### config.mk
export PLATFORM = sky130hd
export DESIGN_NAME = bcd_serial_subtractor_flat
export DESIGN_NICKNAME = d
export VERILOG_FILES = /design/src/rtl/bcd_serial_subtractor_if.sv /design/src/rtl/bcd_serial_subtractor.sv /design/src/flat_wrapper.sv
export SDC_FILE = /design/constraint.sdc
export NUM_CORES = 1
export LEC_CHECK = 0
export BUFFER_PORTS_ARGS = -buffer_cell sky130_fd_sc_hd__buf_2
export CAP_MARGIN = 20
export CORE_MARGIN = 1
export CORE_UTILIZATION = 50
export DETAILED_ROUTE_END_ITERATION = 16
export GPL_ROUTABILITY_DRIVEN = 0
export PLACE_DENSITY_LB_ADDON = 0.3
export SLEW_MARGIN = 20
export SYNTH_ARGS = -nofsm -noshare
export SYNTH_HDL_FRONTEND = slang
export SYNTH_SLANG_ARGS = --single-unit
### constraint.sdc
create_clock -name clk -period 10.74 [get_ports clk]
set_clock_uncertainty 0.15 [all_clocks]
set_input_delay 0.537 -clock clk [delete_from_list [all_inputs] [get_ports clk]]
set_output_delay 0.537 -clock clk [all_outputs]
set_load 0.05 [all_outputs]
### src/rtl/bcd_serial_subtractor_if.sv
// Request/response bundle for the digit-serial BCD subtractor.
// The requester uses the master modport and the subtractor uses the slave modport.
interface bcd_serial_subtractor_if #(
  parameter int DIGITS = 4
);
  logic                  start_valid;
  logic                  start_ready;
  logic [4*DIGITS-1:0]   A;
  logic [4*DIGITS-1:0]   B;
  logic                  done_valid;
  logic                  done_ready;
  logic [4*DIGITS-1:0]   result;
  logic                  neg;
  logic                  invalid;

  modport master (
    output start_valid, A, B, done_ready,
    input  start_ready, done_valid, result, neg, invalid
  );

  modport slave (
    input  start_valid, A, B, done_ready,
    output start_ready, done_valid, result, neg, invalid
  );
endinterface

### src/rtl/bcd_serial_subtractor.sv
// Digit-serial BCD |A-B| with sign flag: one digit per clock, LSD first.
// When A < B, a second ten's-complement pass runs over the result register.
module bcd_serial_subtractor #(
  parameter int DIGITS = 4
) (
  input  logic                   clk,
  input  logic                   reset_n,
  bcd_serial_subtractor_if.slave bus
);
  localparam int IW = (DIGITS > 1) ? $clog2(DIGITS) : 1;

  typedef enum logic [1:0] {IDLE, SUB, NEG, DONE} state_t;

  state_t                  state, state_nxt;
  logic [DIGITS-1:0][3:0]  a_q, b_q, res_q;
  logic [IW-1:0]           idx;
  logic                    borrow, neg_q, inv_q;
  logic                    accept, last, bad;
  logic [3:0]              x, y, dig_r;
  logic [4:0]              d;
  logic                    dig_b;

  assign accept = bus.start_valid && (state == IDLE);
  assign last   = (idx == IW'(DIGITS - 1));

  always_comb begin
    bad = 1'b0;
    for (int i = 0; i < DIGITS; i++)
      if (a_q[i] > 4'd9 || b_q[i] > 4'd9) bad = 1'b1;
  end

  // Shared digit stage: SUB does a-b-borrow, NEG does 0-r-borrow.
  always_comb begin
    x     = (state == NEG) ? 4'd0 : a_q[idx];
    y     = (state == NEG) ? res_q[idx] : b_q[idx];
    d     = {1'b0, x} - {1'b0, y} - {4'd0, borrow};
    dig_b = d[4];
    dig_r = d[4] ? (d[3:0] + 4'd10) : d[3:0];
  end

  // State register
  always_ff @(posedge clk or negedge reset_n) begin
    if (!reset_n) state <= IDLE;
    else          state <= state_nxt;
  end

  // Next-state logic
  always_comb begin
    state_nxt = state;
    case (state)
      IDLE: if (accept) state_nxt = SUB;
      SUB: begin
        if (bad)       state_nxt = DONE;
        else if (last) state_nxt = dig_b ? NEG : DONE;
      end
      NEG:  if (last) state_nxt = DONE;
      DONE: if (bus.done_ready) state_nxt = IDLE;
      default: state_nxt = IDLE;
    endcase
  end

  // Handshake outputs
  always_comb begin
    bus.start_ready = (state == IDLE);
    bus.done_valid  = (state == DONE);
  end

  // Operand latch, in-place result digits, index and borrow
  always_ff @(posedge clk or negedge reset_n) begin
    if (!reset_n) begin
      a_q    <= '0;
      b_q    <= '0;
      res_q  <= '0;
      idx    <= '0;
      borrow <= 1'b0;
      neg_q  <= 1'b0;
      inv_q  <= 1'b0;
    end else begin
      case (state)
        IDLE: if (accept) begin
          a_q    <= bus.A;
          b_q    <= bus.B;
          res_q  <= '0;
          idx    <= '0;
          borrow <= 1'b0;
          neg_q  <= 1'b0;
          inv_q  <= 1'b0;
        end
        SUB: begin
          if (bad) begin
            inv_q <= 1'b1;
          end else begin
            res_q[idx] <= dig_r;
            if (last) begin
              idx    <= '0;
              borrow <= 1'b0;
            end else begin
              idx    <= idx + IW'(1);
              borrow <= dig_b;
            end
          end
        end
        NEG: begin
          res_q[idx] <= dig_r;
          if (last) begin
            idx    <= '0;
            borrow <= 1'b0;
            neg_q  <= 1'b1;
          end else begin
            idx    <= idx + IW'(1);
            borrow <= dig_b;
          end
        end
        default: ;
      endcase
    end
  end

  assign bus.result  = res_q;
  assign bus.neg     = neg_q;
  assign bus.invalid = inv_q;
endmodule

### src/flat_wrapper.sv
// flat-port wrapper written by rule: the top's interface ports become plain ports
module bcd_serial_subtractor_flat 
#(
  parameter int DIGITS = 4
)
  (clk, reset_n, bus_start_valid, bus_A, bus_B, bus_done_ready, bus_start_ready, bus_done_valid, bus_result, bus_neg, bus_invalid);
  bcd_serial_subtractor_if #(.DIGITS(DIGITS)) bus_i ();
  input  logic clk;
  input  logic reset_n;
  input wire logic [$bits(bus_i.start_valid)-1:0] bus_start_valid;
  input wire logic [$bits(bus_i.A)-1:0] bus_A;
  input wire logic [$bits(bus_i.B)-1:0] bus_B;
  input wire logic [$bits(bus_i.done_ready)-1:0] bus_done_ready;
  output wire logic [$bits(bus_i.start_ready)-1:0] bus_start_ready;
  output wire logic [$bits(bus_i.done_valid)-1:0] bus_done_valid;
  output wire logic [$bits(bus_i.result)-1:0] bus_result;
  output wire logic [$bits(bus_i.neg)-1:0] bus_neg;
  output wire logic [$bits(bus_i.invalid)-1:0] bus_invalid;
  assign bus_i.start_valid = bus_start_valid;
  assign bus_i.A = bus_A;
  assign bus_i.B = bus_B;
  assign bus_i.done_ready = bus_done_ready;
  assign bus_start_ready = bus_i.start_ready;
  assign bus_done_valid = bus_i.done_valid;
  assign bus_result = bus_i.result;
  assign bus_neg = bus_i.neg;
  assign bus_invalid = bus_i.invalid;
  bcd_serial_subtractor #(.DIGITS(DIGITS)) u_core (.clk(clk), .reset_n(reset_n), .bus(bus_i));
endmodule
==> impl_metrics.tcl, run 1 <==
set metrics [dict create \
    cts_tree "yes" \
    timing.final.hold_violations 0 \
    synth_compound_area_share_pct 12.7 \
    yosys.area_share.xor_xnor_pct 1.82 \
    drive_above_1_share_pct 38.4 \
    cp_data_arrival_time_ns 4.35 \
    fill_cells 512 \
    synth_top_family_by_area "multiplexers" \
    critPathLaunch "u_core.idx[0]" \
    synthSimpleGateAreaFrac_pct 9.31 \
    boundaryPins 56 \
    postCtsSetupBuffers 0 \
    totalWireLength_um 6600 \
    max-cap-violations 0 \
    setup_tns_ns 0 \
    fin_crit_ns 4.24 \
    synthArstFlopShare_pct 100 \
    final_cell_mix "buf_2 (55), dfrtp_1 (55), mux2_2 (35), o21ai_0 (17)" \
    viasPerCell 5.89 \
    drtPass1Iterations 4 \
    worstSetupEndpointType "flop" \
    grt_util_all_layers_pct 21.5 \
    antenna_found_initial 0 \
    critPathMaxFanout 17 \
    rows 28 \
    io_buffers 55 \
    synthAdderAreaFrac_pct 6.39 \
    tightest_slew_ns 1.03 \
    die_area_um2 6660 \
    synth_mux_area_share_pct 22.6 \
    ant_nets 0 \
    finalSetupViolations 0 \
    timing.final.crit_share_pct 39.5 \
    ys_types 46 \
    fp.dieW_um 81.6 \
    yosysSeqAreaShare_pct 43.4 \
    rsz0062_at_grt "false" \
    first_global_vias 2190 \
    rr_startpoint "u_core.idx[0]" \
    h-tree-depth 2 \
    start_kind "flop" \
    slew_headroom_pct 31.2 \
    diodes 0 \
    grt_max_degree 56 \
    drtIter0Drc 101 \
    cts_resized 0 \
    postSynthNetCount 312 \
    clkLatencyLatePin_ns 0.31 \
    hold_path.class "input port to asynchronous set/reset pin" \
    max_freq_mhz 236 \
    finalMaxSlewViolations 0 \
    grt_pass1_wl_um 10800 \
    die_h_um 81.6 \
    cts_hold_buf 0 \
    dp_hpwl_um 4820 \
    netlist_instances 261 \
    worst-endpoint-required_ns 10.85 \
    synthFlopType "dfrtp_1" \
    cts_sinks 55 \
    crit_type "flop to flop" \
    syn_avg_cell_area_um2 12.1 \
    grt_overflow 0 \
    yosys_warnings 0 \
    nets 360 \
    num_vias 2269 \
    tritoncts.num_buffers 5 \
    area_delta_synth_final_pct 13.7 \
    outcome "finished, final reports clean" \
    root_buffer "clkbuf_8" \
    clk_pin_slew_ns 0.11 \
    start_util_pct 52.6 \
    drc 0 \
    synth-edff-count 0 \
    netlist_area_um2 3170 \
    synth_seq_cells 55 \
    routedWlPerCell_um 17.1 \
    clock_path_buffers 2 \
    core_area_um2 6030 \
]
synth_stat cells, types with 2 or more instances:
cell type   n  area [um^2]
a21oi_1     6         30.0
a31o_2      4         35.0
and4_1      2         17.5
buf_1       3         11.3
buf_2       5         25.0
buf_6       2         22.5
clkbuf_1    6         22.5
dfrtp_1    55         1380
fa_1        2         40.0
ha_1       13          163
inv_1      10         37.5
mux2_2     35          394
mux2i_1     4         40.0
mux4_1      3         78.8
mux4_2      9          203
nand2_1    13         48.8
nand2b_1    8         50.1
nand3_1     6         30.0
nand3b_1    2         15.0
nor2b_1     7         43.8
nor4_1      2         12.5
o211ai_1    4         30.0
o21ai_0    17         85.1
o21ai_1     3         15.0
o31a_1      4         35.0
o31ai_1    13         97.6
xnor2_1     4         35.0
flip-flops by register name, summed over array words and instances (netlist names):
| name | cells |
|---|---|
| u_core.a_q | 16 |
| u_core.b_q | 16 |
| u_core.borrow | 1 |
| u_core.bus.invalid | 1 |
| u_core.bus.neg | 1 |
| u_core.bus.result | 16 |
| u_core.idx | 2 |
| u_core.state | 2 |
cell type report:
type / count / area [um^2] / share of cell area [%]
Clock buffer: 6 / 72.6 / 2.01
Tap cell: 75 / 93.8 / 2.60
Multi-Input combinational cell: 180 / 1680 / 46.5
Timing Repair Buffer: 57 / 290 / 8.05
Inverter: 10 / 37.5 / 1.04
Sequential cell: 55 / 1380 / 38.2
Clock inverter: 2 / 60.1 / 1.67
path summary, 6_finish.rpt:
path,slack [ns],to,depth (start not counted)
worst max-delay path,6.50,u_core.bus.result[2],11
worst min-delay path,0.18,u_core.bus.result[0],2
worst max register to register,6.50,u_core.bus.result[2],11
worst min register to register,0.37,u_core.b_q[4],1
max in group asynchronous,9.78,u_core.a_q[14],2
min in group clk,0.30,u_core.a_q[11],2
worst max-delay path, cell delays in order (launching register included):
cell	delay, ns
dfrtp_1	0.87
mux4_2	0.58
nor2b_1	0.15
fa_1	0.43
fa_1	0.47
nand2b_1	0.15
nand2_1	0.07
ha_1	0.31
nor4b_1	0.31
a211oi_1	0.11
a211oi_2	0.37
a31o_2	0.21
metrics by stage:
| step | cells | util, % | hold slack (ns) | worst slack [ns] | instance area, um^2 |
|---|---|---|---|---|---|
| 2_1_floorplan | 261 | - | 0.0914 | 6.99 | 3170 |
| 3_3_place_gp | 377 | 57.6 | 0.337 | 6.63 | 3470 |
| 3_5_place_dp | 377 | 57.6 | 0.347 | 6.53 | 3470 |
| 4_1_cts | 385 | 59.8 | 0.229 | 6.50 | 3610 |
| 5_1_grt | 385 | 59.8 | 0.252 | 6.26 | 3610 |
| 6_report | 385 | 59.8 | 0.184 | 6.50 | 3610 |
metal layers:
| metal | vias up | track usage, % | share of wire, % |
|---|---|---|---|
| met5 | - | 0 | 0 |
| met4 | 0 | 4.39 | 0.83 |
| met3 | 5 | 3.56 | 5.2 |
| met2 | 78 | 35.0 | 48 |
| met1 | 1121 | 30.4 | 46 |
| li1 | 1065 | - | - |
kinds of logic (layout without fill, tap and decap cells):
group | Yosys count | count (layout)
compound gates | 60 | 60
flops | 55 | 55
mux | 51 | 51
simple gates | 49 | 49
buf+inv | 26 | 75
fa+ha+maj | 15 | 15
xor+xnor | 5 | 5
Power of run 1 is left out: the tool's default activity adds up to more than one toggle a clock period on the data nets, which glitch-free logic cannot reach.
==> inputs of run 2 (changes only) <==
--- a/config.mk
+++ b/config.mk
@@ -5,6 +5,7 @@
 export SDC_FILE = /design/constraint.sdc
 export NUM_CORES = 1
 export LEC_CHECK = 0
+export ABC_AREA = 1
 export BUFFER_PORTS_ARGS = -buffer_cell sky130_fd_sc_hd__buf_2
 export CAP_MARGIN = 20
 export CORE_MARGIN = 1
==> constraint.sdc (replaced) <==
create_clock -name clk -period 4.1 [get_ports clk]
set_clock_uncertainty 0.15 [all_clocks]
set_input_delay 0.205 -clock clk [delete_from_list [all_inputs] [get_ports clk]]
set_output_delay 0.205 -clock clk [all_outputs]
set_load 0.05 [all_outputs]
==> run 2 against run 1 <==
  * The run now ends with DRC left
  * Global-route usage grew 3.6 points
  * Routed wire length grew 9.2%
  * Utilization grew 4.6 points
  * Final area grew 5.2%
  * Register-to-register slack lost 5.8 ns
  * Die area shrank 3.8%
  * Via count grew 19%
  * Worst hold slack lost 0.16 ns
  * Flip-flop and latch count is the same
  * Sequential share of layout area shrank 1.9 points
  * Critical path type unchanged
  * Largest cell class unchanged
==> impl_metrics.tcl, run 2 <==
set metrics [dict create \
    totalWireLength_um 7210 \
    final_common_cell "nand2_1" \
    boundaryPins 56 \
    rows 28 \
    max_freq_mhz 290 \
    area_delta_synth_final_pct 24.5 \
    start_util_pct 51.8 \
    finalSetupViolations 0 \
    die_h_um 80.1 \
    synth_area_leaders "dfrtp_1 (45%), nand2_1 (11%), mux2_2 (10%)" \
    ant_nets 0 \
    syn_avg_cell_area_um2 8.73 \
    clk_pin_slew_ns 0.10 \
    nets 485 \
    yosysSeqAreaShare_pct 45.2 \
    num_vias 2707 \
    synthArstFlopShare_pct 100 \
    first_global_vias 2702 \
    clock_path_buffers 2 \
    drtIter0Drc 237 \
    grt_util_all_layers_pct 25.0 \
    max-cap-violations 0 \
    dp_hpwl_um 5140 \
    worstSetupEndpointType "flop" \
    place_ws_ns 0.739 \
    finalMaxSlewViolations 0 \
    hold_path.class "input port to flop" \
    synth-edff-count 0 \
    tightest_slew_ns 0.693 \
    netlist_area_um2 3050 \
    die_area_um2 6410 \
    final_cell_mix "nand2_1 (88), buf_2 (55), dfrtp_1 (55), nor2_1 (38), o21ai_0 (33)" \
    cts_sinks 55 \
    yosys_warnings 0 \
    worst_slack_ns 0.655 \
    antenna_found_initial 0 \
    drtPass1Iterations 10 \
    io_buffers 55 \
    fp.dieW_um 80.1 \
    setup_tns_ns 0 \
    grt_max_degree 56 \
    routedWlPerCell_um 14.1 \
    timing.final.hold_violations 0 \
    yosys.area.top_type "dfrtp_1" \
    drc 1 \
    grt_pass1_wl_um 12300 \
    cp_data_arrival_time_ns 3.55 \
    violations "DRC" \
    synth_common_cells "nand2_1 (88), dfrtp_1 (55), nor2_1 (38), o21ai_0 (33), mux2_2 (28)" \
    cts_tree "yes" \
    grt_overflow 0 \
    fin_crit_ns 3.44 \
    synth_top_area_share_pct 45.2 \
    rsz0062_at_grt "false" \
    clkLatencyLatePin_ns 0.31 \
    critPathMaxFanout 27 \
    diodes 0 \
    h-tree-depth 2 \
    tritoncts.num_buffers 5 \
    synth.most_common_cell "nand2_1" \
    viasPerCell 5.31 \
    netlist_instances 349 \
    timing.final.crit_share_pct 84.0 \
    hold_slack_ns 0.0212 \
    postSynthNetCount 400 \
    drive_above_1_share_pct 24.6 \
    core_area_um2 5890 \
    worst-endpoint-required_ns 4.20 \
    postCtsSetupBuffers 0 \
    ys_types 26 \
    start_kind "flop" \
    synthFlopType "dfrtp_1" \
    crit_type "flop to flop" \
    root_buffer "clkbuf_8" \
    outcome "finished with violations" \
    synth_seq_cells 55 \
    slew_headroom_pct 53.8 \
]
==> run 2: changes by cell type after synthesis, sizes merged, moves of 6 or more <==
cell | before | now
inv | 10 | 23
nor2 | 1 | 45
o22ai | 1 | 7
mux4 | 12 | 0
mux2 | 35 | 28
nand3 | 6 | 13
nor2b | 7 | 0
o31ai | 13 | 0
nand2b | 9 | 0
nand2 | 13 | 91
o21ai | 20 | 41
==> run 2: critical path, stage by stage (launching register included) <==
cell and delay, ns:
dfrtp_1 0.45, inv_2 0.32, o21ai_0 0.14, o221ai_1 0.18, o21ai_0 0.15, fa_1 0.46, fa_1 0.43, inv_1 0.07
nand2_1 0.06, nand2_1 0.10, nand2_1 0.08, nand2_1 0.08, nand2_1 0.11, xor2_1 0.43, nand2_1 0.11, nand2_1 0.08
==> run 2: path summary, 6_finish.rpt <==
check | start | end | slack, ns | cells past startpoint
min in group asynchronous | reset_n | u_core.bus.neg | 0.39 | 3
worst max register to register | u_core.idx[0] | u_core.bus.result[9] | 0.66 | 15
worst max-delay path | u_core.idx[0] | u_core.bus.result[9] | 0.66 | 15
worst min-delay path | bus_A[5] | u_core.a_q[5] | 0.02 | 3
worst min register to register | u_core.bus.result[8] | u_core.bus.result[8] | 0.36 | 2
max in group asynchronous | reset_n | u_core.state[1] | 2.94 | 3
==> run 2: repair_timing <==
action / 4_1_cts / 5_1_grt
hold endpoints to repair: 84 / 1
hold buffers: 30 / 1
resized for setup: 0 / 0
==> run 2: kinds of logic after synthesis <==
logic type,after synthesis,share of synthesized area (%)
adders and majority gates,15,6.65
buffers and inverters,36,4.72
xor gates and xnor gates,1,0.287
muxes,28,10.3
DFF,55,45.2
and+or+nand+nor,151,21.6
AOI/OAI and AO/OA,63,11.3
==> run 2: area by class of cell <==
cell class | count | area (um^2)
clock inverter | 3 | 22.5
sequential | 55 | 1380
inverter | 24 | 90.1
timing repair buffer | 90 | 616
fill | 500 | 2090
tap | 75 | 93.8
multi-input combinational | 258 | 1530
clock buffer | 5 | 68.8
==> run 2: layer usage <==
layer	up-vias	global-route usage (%)	part of all wire (%)
li1	1324	-	-
met1	1312	32.1	45
met2	63	43.2	51
met3	8	4.20	3.2
met4	0	7.32	0.94
met5	-	0	0
==> run 2: through the flow <==
stage / utilization, % / area [um^2] / cells
3_5_place_dp: 57.7 / 3390 / 471
4_1_cts: 64.3 / 3780 / 509
2_1_floorplan: - / 3050 / 349
5_1_grt: 64.5 / 3790 / 510
3_3_place_gp: 57.7 / 3390 / 471
6_report: 64.5 / 3790 / 510
Power of run 2 is left out for the same reason.
